$ cat src/rtl/writeback_serializer.sv
`default_nettype none
// ============================================================================
// writeback_serializer : drains ALU result bundles into a single regfile write
//                        port, one lane per cycle, forwarding pending lanes.
// Revision: 1.0
// ============================================================================
module writeback_serializer #(
  parameter int ALU_NUM = 2,
  parameter int PREG_W  = 6,
  parameter int DATA_W  = 32
) (
  input  logic                      clk,
  input  logic                      resetn,
  input  logic                      flush,
  input  logic                      in_valid,
  output logic                      in_ready,
  input  logic [ALU_NUM-1:0]        in_we,
  input  logic [ALU_NUM*PREG_W-1:0] in_dst,
  input  logic [ALU_NUM*DATA_W-1:0] in_data,
  output logic [ALU_NUM*PREG_W-1:0] fwd_dst,
  output logic [ALU_NUM*DATA_W-1:0] fwd_data,
  output logic                      rf_we,
  output logic [PREG_W-1:0]         rf_waddr,
  output logic [DATA_W-1:0]         rf_wdata,
  input  logic                      rf_ready,
  output logic [31:0]               retired
);

  localparam int K_W = (ALU_NUM > 1) ? $clog2(ALU_NUM) : 1;

  logic                m_valid_q, m_valid_d;
  logic [PREG_W-1:0]   m_dst_q  [ALU_NUM];
  logic [PREG_W-1:0]   m_dst_d  [ALU_NUM];
  logic [DATA_W-1:0]   m_data_q [ALU_NUM];
  logic [DATA_W-1:0]   m_data_d [ALU_NUM];
  logic [ALU_NUM-1:0]  p_q, p_d;
  logic [31:0]         retired_q, retired_d;

  logic [K_W-1:0]      sel_k;
  logic                has_pend;
  logic                one_hot;
  logic                fire;
  logic                done;
  logic                accept;

  // Lowest pending lane wins, so duplicate destinations retire in lane order.
  always_comb begin
    sel_k = '0;
    for (int i = ALU_NUM - 1; i >= 0; i--) begin
      if (p_q[i]) sel_k = K_W'(i);
    end
  end

  always_comb begin
    has_pend = |p_q;
    one_hot  = has_pend && ((p_q & (p_q - ALU_NUM'(1))) == '0);
    rf_we    = m_valid_q & has_pend & ~flush;
    fire     = rf_we & rf_ready;
    done     = ~has_pend | (one_hot & fire);
    in_ready = ~flush & (~m_valid_q | done);
    accept   = in_valid & in_ready;
    rf_waddr = (m_valid_q & has_pend) ? m_dst_q[sel_k]  : '0;
    rf_wdata = (m_valid_q & has_pend) ? m_data_q[sel_k] : '0;
    retired  = retired_q;
  end

  always_comb begin
    m_valid_d = m_valid_q;
    m_dst_d   = m_dst_q;
    m_data_d  = m_data_q;
    p_d       = p_q;
    retired_d = retired_q + (fire ? 32'd1 : 32'd0);
    if (flush) begin
      m_valid_d = 1'b0;
      p_d       = '0;
    end else if (accept) begin
      m_valid_d = 1'b1;
      for (int i = 0; i < ALU_NUM; i++) begin
        m_dst_d[i]  = in_dst[i*PREG_W +: PREG_W];
        m_data_d[i] = in_data[i*DATA_W +: DATA_W];
        p_d[i]      = in_we[i] & (in_dst[i*PREG_W +: PREG_W] != '0);
      end
    end else begin
      if (fire) p_d[sel_k] = 1'b0;
      if (done) m_valid_d = 1'b0;
    end
  end

  for (genvar g = 0; g < ALU_NUM; g++) begin : g_fwd
    assign fwd_dst[g*PREG_W +: PREG_W]  = (m_valid_q & p_q[g]) ? m_dst_q[g]  : '0;
    assign fwd_data[g*DATA_W +: DATA_W] = (m_valid_q & p_q[g]) ? m_data_q[g] : '0;
  end

  always_ff @(posedge clk or negedge resetn) begin
    if (!resetn) begin
      m_valid_q <= 1'b0;
      p_q       <= '0;
      retired_q <= '0;
      for (int i = 0; i < ALU_NUM; i++) begin
        m_dst_q[i]  <= '0;
        m_data_q[i] <= '0;
      end
    end else begin
      m_valid_q <= m_valid_d;
      p_q       <= p_d;
      retired_q <= retired_d;
      m_dst_q   <= m_dst_d;
      m_data_q  <= m_data_d;
    end
  end

endmodule
`default_nettype wire

$ cat config.mk
export PLATFORM = sky130hd
export DESIGN_NAME = writeback_serializer
export DESIGN_NICKNAME = d
export VERILOG_FILES = /design/src/rtl/writeback_serializer.sv
export SDC_FILE = /design/constraint.sdc
export NUM_CORES = 1
export LEC_CHECK = 0
export ABC_AREA = 1
export CAP_MARGIN = 20
export CORE_MARGIN = 2
export CORE_UTILIZATION = 41
export DETAILED_ROUTE_END_ITERATION = 16
export GPL_TIMING_DRIVEN = 0
export PLACE_DENSITY = 0.85
export SYNTH_ARGS = -nofsm -noshare
export SYNTH_HDL_FRONTEND = slang
export SYNTH_SLANG_ARGS = --single-unit
$ cat constraint.sdc
create_clock -name clk -period 2.8 [get_ports clk]
set_input_delay 0.42 -clock clk [delete_from_list [all_inputs] [get_ports clk]]
set_output_delay 0.42 -clock clk [all_outputs]
set_load 0.01 [all_outputs]
## Word level (Yosys, flattened, before mapping)

Cells that the tools add are included.

| storage, ports and cells | value |
|---|---|
| flip-flop bits (word level) | 111 |
| input bits | 83 |
| output and inout bits | 148 |
| logic and storage cells | 63 |

| operators by class | value |
|---|---|
| add/sub/neg operators | 2 |
| order comparisons | 3 |
| multiplexer cells | 23 |
| bitwise gates (word level) | 19 |
| reductions and logical operators | 9 |

Operators with widths:

| cell | number |
|---|---|
| $mux W32 | 6 |
| $mux W6 | 6 |
| $add A32 B1 Y32 | 1 |
| $reduce_bool A6 Y1 | 2 |
| $and A1 B1 Y1 | 10 |
| $mux W1 | 7 |
| $mux W2 | 3 |
| $reduce_bool A3 Y1 | 2 |
| $and A2 B2 Y2 | 2 |
| $not A1 Y1 | 3 |
| $ge A2 B2 Y1 const B | 1 |
| $logic_and A1 B1 Y1 | 2 |
| $logic_not A2 Y1 | 1 |
| $lt A1 B2 Y1 const B | 1 |
| $not A1 Y2 | 1 |
| $not A2 Y2 | 1 |
| $or A1 B1 Y1 | 2 |
| $reduce_and A2 Y1 | 1 |
| $reduce_or A2 Y1 | 1 |
| $sub A2 B1 Y2 const B | 1 |
| $demux W1 S1 | 1 |
| $ge A1 B1 Y1 const B | 1 |

## Logic depth before layout (Yosys ltp)

| depth | value |
|---|---|
| depth in word-level cells | 11 |
| depth in mapped cells | 15 |
| depth with buffers taken out | 15 |

## Worst setup path before layout

OpenSTA, ideal clock, no wires.

| timing | value |
|---|---|
| path type | register to register |
| from | register p_q[0] |
| to | register retired_q[20], in the netlist retired[20] |
| setup time | 0.123 ns |
| data arrival time | 2.260 ns |
| data required time | 2.677 ns |
| setup slack | 0.417 ns |
| stages on the path, launching flop included | 16 |
| buffers on the path | 0 |
| period minus slack after synthesis | 2.383 ns |
| path through | dfrtp_1 inv_1 ha_1 inv_1 nand2_1 nor2_1 nand2_1 inv_1 ha_1 ha_1 nand2_1 nor2_2 nand4_1 nor2_2 nand3_1 xor2_1 |

| on the way | value |
|---|---|
| longest elaborated chain between the ends | 6 |

RTL lines:

| item | line | source |
|---|---|---|
| start: declaration | 36 | `logic [ALU_NUM-1:0] p_q, p_d;` |
| start signal: assignment | 105 | `p_q <= p_d;` |
| $reduce_or A2 Y1 | 55 | `has_pend = \|p_q;` |
| $and A1 B1 Y1 (2 in a row) | 57 | `rf_we = m_valid_q & has_pend & ~flush;` |
| named net rf_we | 22 | `output logic rf_we,` |
| $and A1 B1 Y1 | 58 | `fire = rf_we & rf_ready;` |
| $mux W1 | 72 | `retired_d = retired_q + (fire ? 32'd1 : 32'd0);` |
| $add A32 B1 Y32 | 72 |  |
| named net retired_d[20] | 37 | `logic [31:0] retired_q, retired_d;` |
| end signal: assignment | 106 | `retired_q <= retired_d;` |
| end: declaration | 37 |  |

The timed path passes the listed nets, and every way through them passes these cells.
A chain may end at the register's enable or synchronous reset.

## Final worst setup path

| timing | value |
|---|---|
| from | register p_q[1] |
| to | output rf_wdata[1] |

| on the way | value |
|---|---|
| longest elaborated chain between the ends | 7 |
| elaborated cells between the ends (all ways) | 9 |
| those cells by class | 6 x mux; 2 x bitwise; 1 x reduce/logical |

RTL lines:

| item | line | source |
|---|---|---|
| $mux W1 (2 in a row) | 50 | `if (p_q[i]) sel_k = K_W'(i);` |
| $not A1 Y2 (not written as such) | 63 | `rf_wdata = (m_valid_q & has_pend) ? m_data_q[sel_k] : '0;` |
| $mux W32 (not written as such) (3 in a row) | 63 |  |
| $mux W32 * | 63 |  |
| end: declaration | 24 | `output logic [DATA_W-1:0] rf_wdata,` |

Every way passes the cells marked *; elsewhere a longest branch is shown, timed or not. The select of a mux whose other input is x is not followed.

==> reports/metrics.cfg <==
[sta]
period_needed_ps = 2690
hold_viol = 0
max-slew-margin-rel_pct = 53.8
setup_ws_ps = 114
fin_worst_skew_ps = 6.76
max_freq_mhz = 372
period_share_pct = 95.9
tightest_slew_ps = 693
final-max-slew-violation-count = 0
setup_viol = 0

[route]
drt_iter0_drc = 429
wire_per_inst_microns = 15.7
drt-total-wl_mm = 18.2
avgViaCountPerCell = 5.00
firstDrtPassIters = 8
vias = 5814
post-route-drc-count = 0
antenna_left = 0

[setup_path]
crit_chain = ha_1 > clkbuf_2 > clkbuf_2 > a21oi_1 > clkdlybuf4s50_1
critical-path-top-delay-family = buffers and inverters
path_common_cell = clkbuf_2
worstPathRequired_ps = 2380
start_kind = flip-flop
timing.rr.end = retired[26]
cp_slowest_stage_delay_ps = 570
crit_buf_inv = 3
cp.arrival_ps = 2270
worst-r2r-setup-slack_ps = 160
crit_type = flip-flop to output port
crit_fanout = 10
slowest_stage = clkdlybuf4s50_1
r2r-start = p_q[1]
endpoint_kind = output port
worstRegToRegCells = 15

[yosys]
synth_warnings = 0
netlist.area_leader.share_pct = 48.9
netlist_area_sq_um = 5680
synth_edf_count = 0
yosysMostFrequentCell = nor2_1
synthFlopType = dfrtp_1
avgSynthCellArea_sq_um = 7.74
synth.area.top_cells = dfrtp_1, nor2_1, a21oi_1
synth_top_area_cell = dfrtp_1
synth_cell_type_count = 26
ys_ff_latch = 111
synthCells = 734
async_reset_ff_share_pct = 100
yosys-top-cells-count = nor2_1, inv_1, dfrtp_1
syn-num-nets = 822
ys_seq_area_share_pct = 48.9

[global_routing]
gr-total-overflow = 0
grt_usage_pct = 24.8
grt_antenna_before_repair = 0
grt_max_degree = 60
grt_pass1_vias = 5750
grt_pass1_wl_mm = 28.4

[floorplan]
die_x_microns = 122
start_util_pct = 41.4
coreArea_sq_um = 13700
die_area_sq_um = 14800
ios = 231
fp-row-count = 43
dieHeight_microns = 122

[clocking]
cts_tree = built
cts-hold-fix-buffers = 0
htree_levels = 3
clkSinkCount = 111
clk_pin_slew_ps = 70
numCtsBuffers = 9
cts_buffer_depth = 2
clk_latency_ps = 350
root_buffer = clkbuf_16

[pwr]
ir_worst_vdd_mv = 0.245
leakagePower_nw = 4.30
p_per_area_nw_per_um2 = 424
total_power_mw = 3.65

[run]
cap_violations = 0

[cells_and_area]
fin_nets = 1066
synthToLayoutAreaGrowth_pct = 51.5
drive_above_1_share_pct = 6.31
fillers = 1166
diodes = 0

[worst_hold_path]
hold_path.class = input port to asynchronous set/reset pin

[placed_design]
gp_congestion = 0.897
pre_cts_ws_ps = -94.7
dpl.hpwl_mm = 13.7
io_buffers = 230

[outcome]
status = finished clean

state kept, by name, summed over array words and instances, names as in the netlist:
name       count
m_data_q      64
retired       32
m_dst_q       12
m_valid_q      1
p_q            2
metal layers:
metal	track usage [%]	wire (microns)
met2	43.1	9210
met4	10.8	484
met3	6.55	1260
met5	0	0
met1	28.8	7290
timing repair:
action | 4_1_cts | 5_1_grt
pin swaps | 0 | 2
setup endpoints to repair | 62 | 40
setup buffers | 2 | 1
resized for setup | 24 | 23
per-stage QoR:
step | hold WS, ps | TNS (ps) | utilization, % | std cells | area (sq um)
2_1_floorplan | 124 | 0 | - | 734 | 5680
3_3_place_gp | 458 | -327130 | 59.8 | 1144 | 8210
3_5_place_dp | 479 | -182 | 60.0 | 1145 | 8240
4_1_cts | 130 | 0 | 62.4 | 1162 | 8560
5_1_grt | 163 | -41.5 | 62.8 | 1163 | 8610
6_report | 116 | 0 | 62.8 | 1163 | 8610
power breakdown:
group	leakage (nW)	switching, mW	total, mW	internal (mW)
Sequential	1.30	0.0625	1.81	1.75
Clock	0.153	0.592	1.34	0.747
Combinational	2.84	0.275	0.502	0.227
Total	4.30	0.930	3.65	2.72
worst max-delay path by stage:
stage	from	endpoint	slack (ps)	depth (start not counted)
final	p_q[1]	rf_wdata[1]	110	5
after CTS	p_q[1]	rf_wdata[14]	0.9	8
after global routing	p_q[1]	retired[20]	-20	15
after floorplan	p_q[0]	retired[20]	420	15
after global placement	resetn	m_data_q[59]	-2960	1
after detailed placement	p_q[0]	rf_wdata[11]	-90	8
cell usage in the layout (no fill, tap or decap):
master           netlist  routed
ha_2                   0       2
nand3_2                2       2
nand3b_1               1       1
nor2_2                 2       1
clkbuf_16              0       9
clkbuf_1              20       7
o21ai_0               36      36
nor2_1               172     172
nor3_1                14      14
clkbuf_4               0       2
clkbuf_2               1      12
ha_1                   5       3
clkbuf_8               0       3
buf_16                 0       1
nor2_4                 2       3
bufinv_16              0       1
clkdlybuf4s50_1        0     209
nand2_1               57      57
a21oi_1              110     110
buf_2                  6       6
xnor2_1               13      13
inv_1                114     113
xor2_1                16      16
buf_6                  8       8
nand4_1               10      10
clkinv_4               0       1
inv_2                  2       3
o21ai_1                9       9
clkinv_2               0       1
a31oi_1                1       1
nor3_2                 1       1
dlygate4sd2_1          0      12
dlymetal6s2s_1         0       8
nand3_1               19      19
inv_6                  0       1
dfrtp_1              111     111
buf_4                  1       5
kinds of logic (layout without fill, tap and decap cells):
family	Yosys count	after routing	synth area share, %
AO/OA/AOI/OAI	156	156	13.8
XOR/XNOR	29	29	4.47
adder cells (fa/ha/maj)	5	5	1.10
buffers and inverters	153	402	11.4
flip-flops	111	111	48.9
AND/OR/NAND/NOR	280	280	20.4
cell type report:
class / count / area, sq um / share of cell area, %
multi-input cells: 470 / 2270 / 26.3
repair buffers: 234 / 2350 / 27.4
plain buffers: 36 / 239 / 2.78
inverters: 116 / 435 / 5.06
flip-flops and latches: 111 / 2780 / 32.3
clock buffers: 12 / 256 / 2.98
well taps: 180 / 225 / 2.62
clock inverters: 4 / 52.6 / 0.610
(Power assumes the default switching activity.)
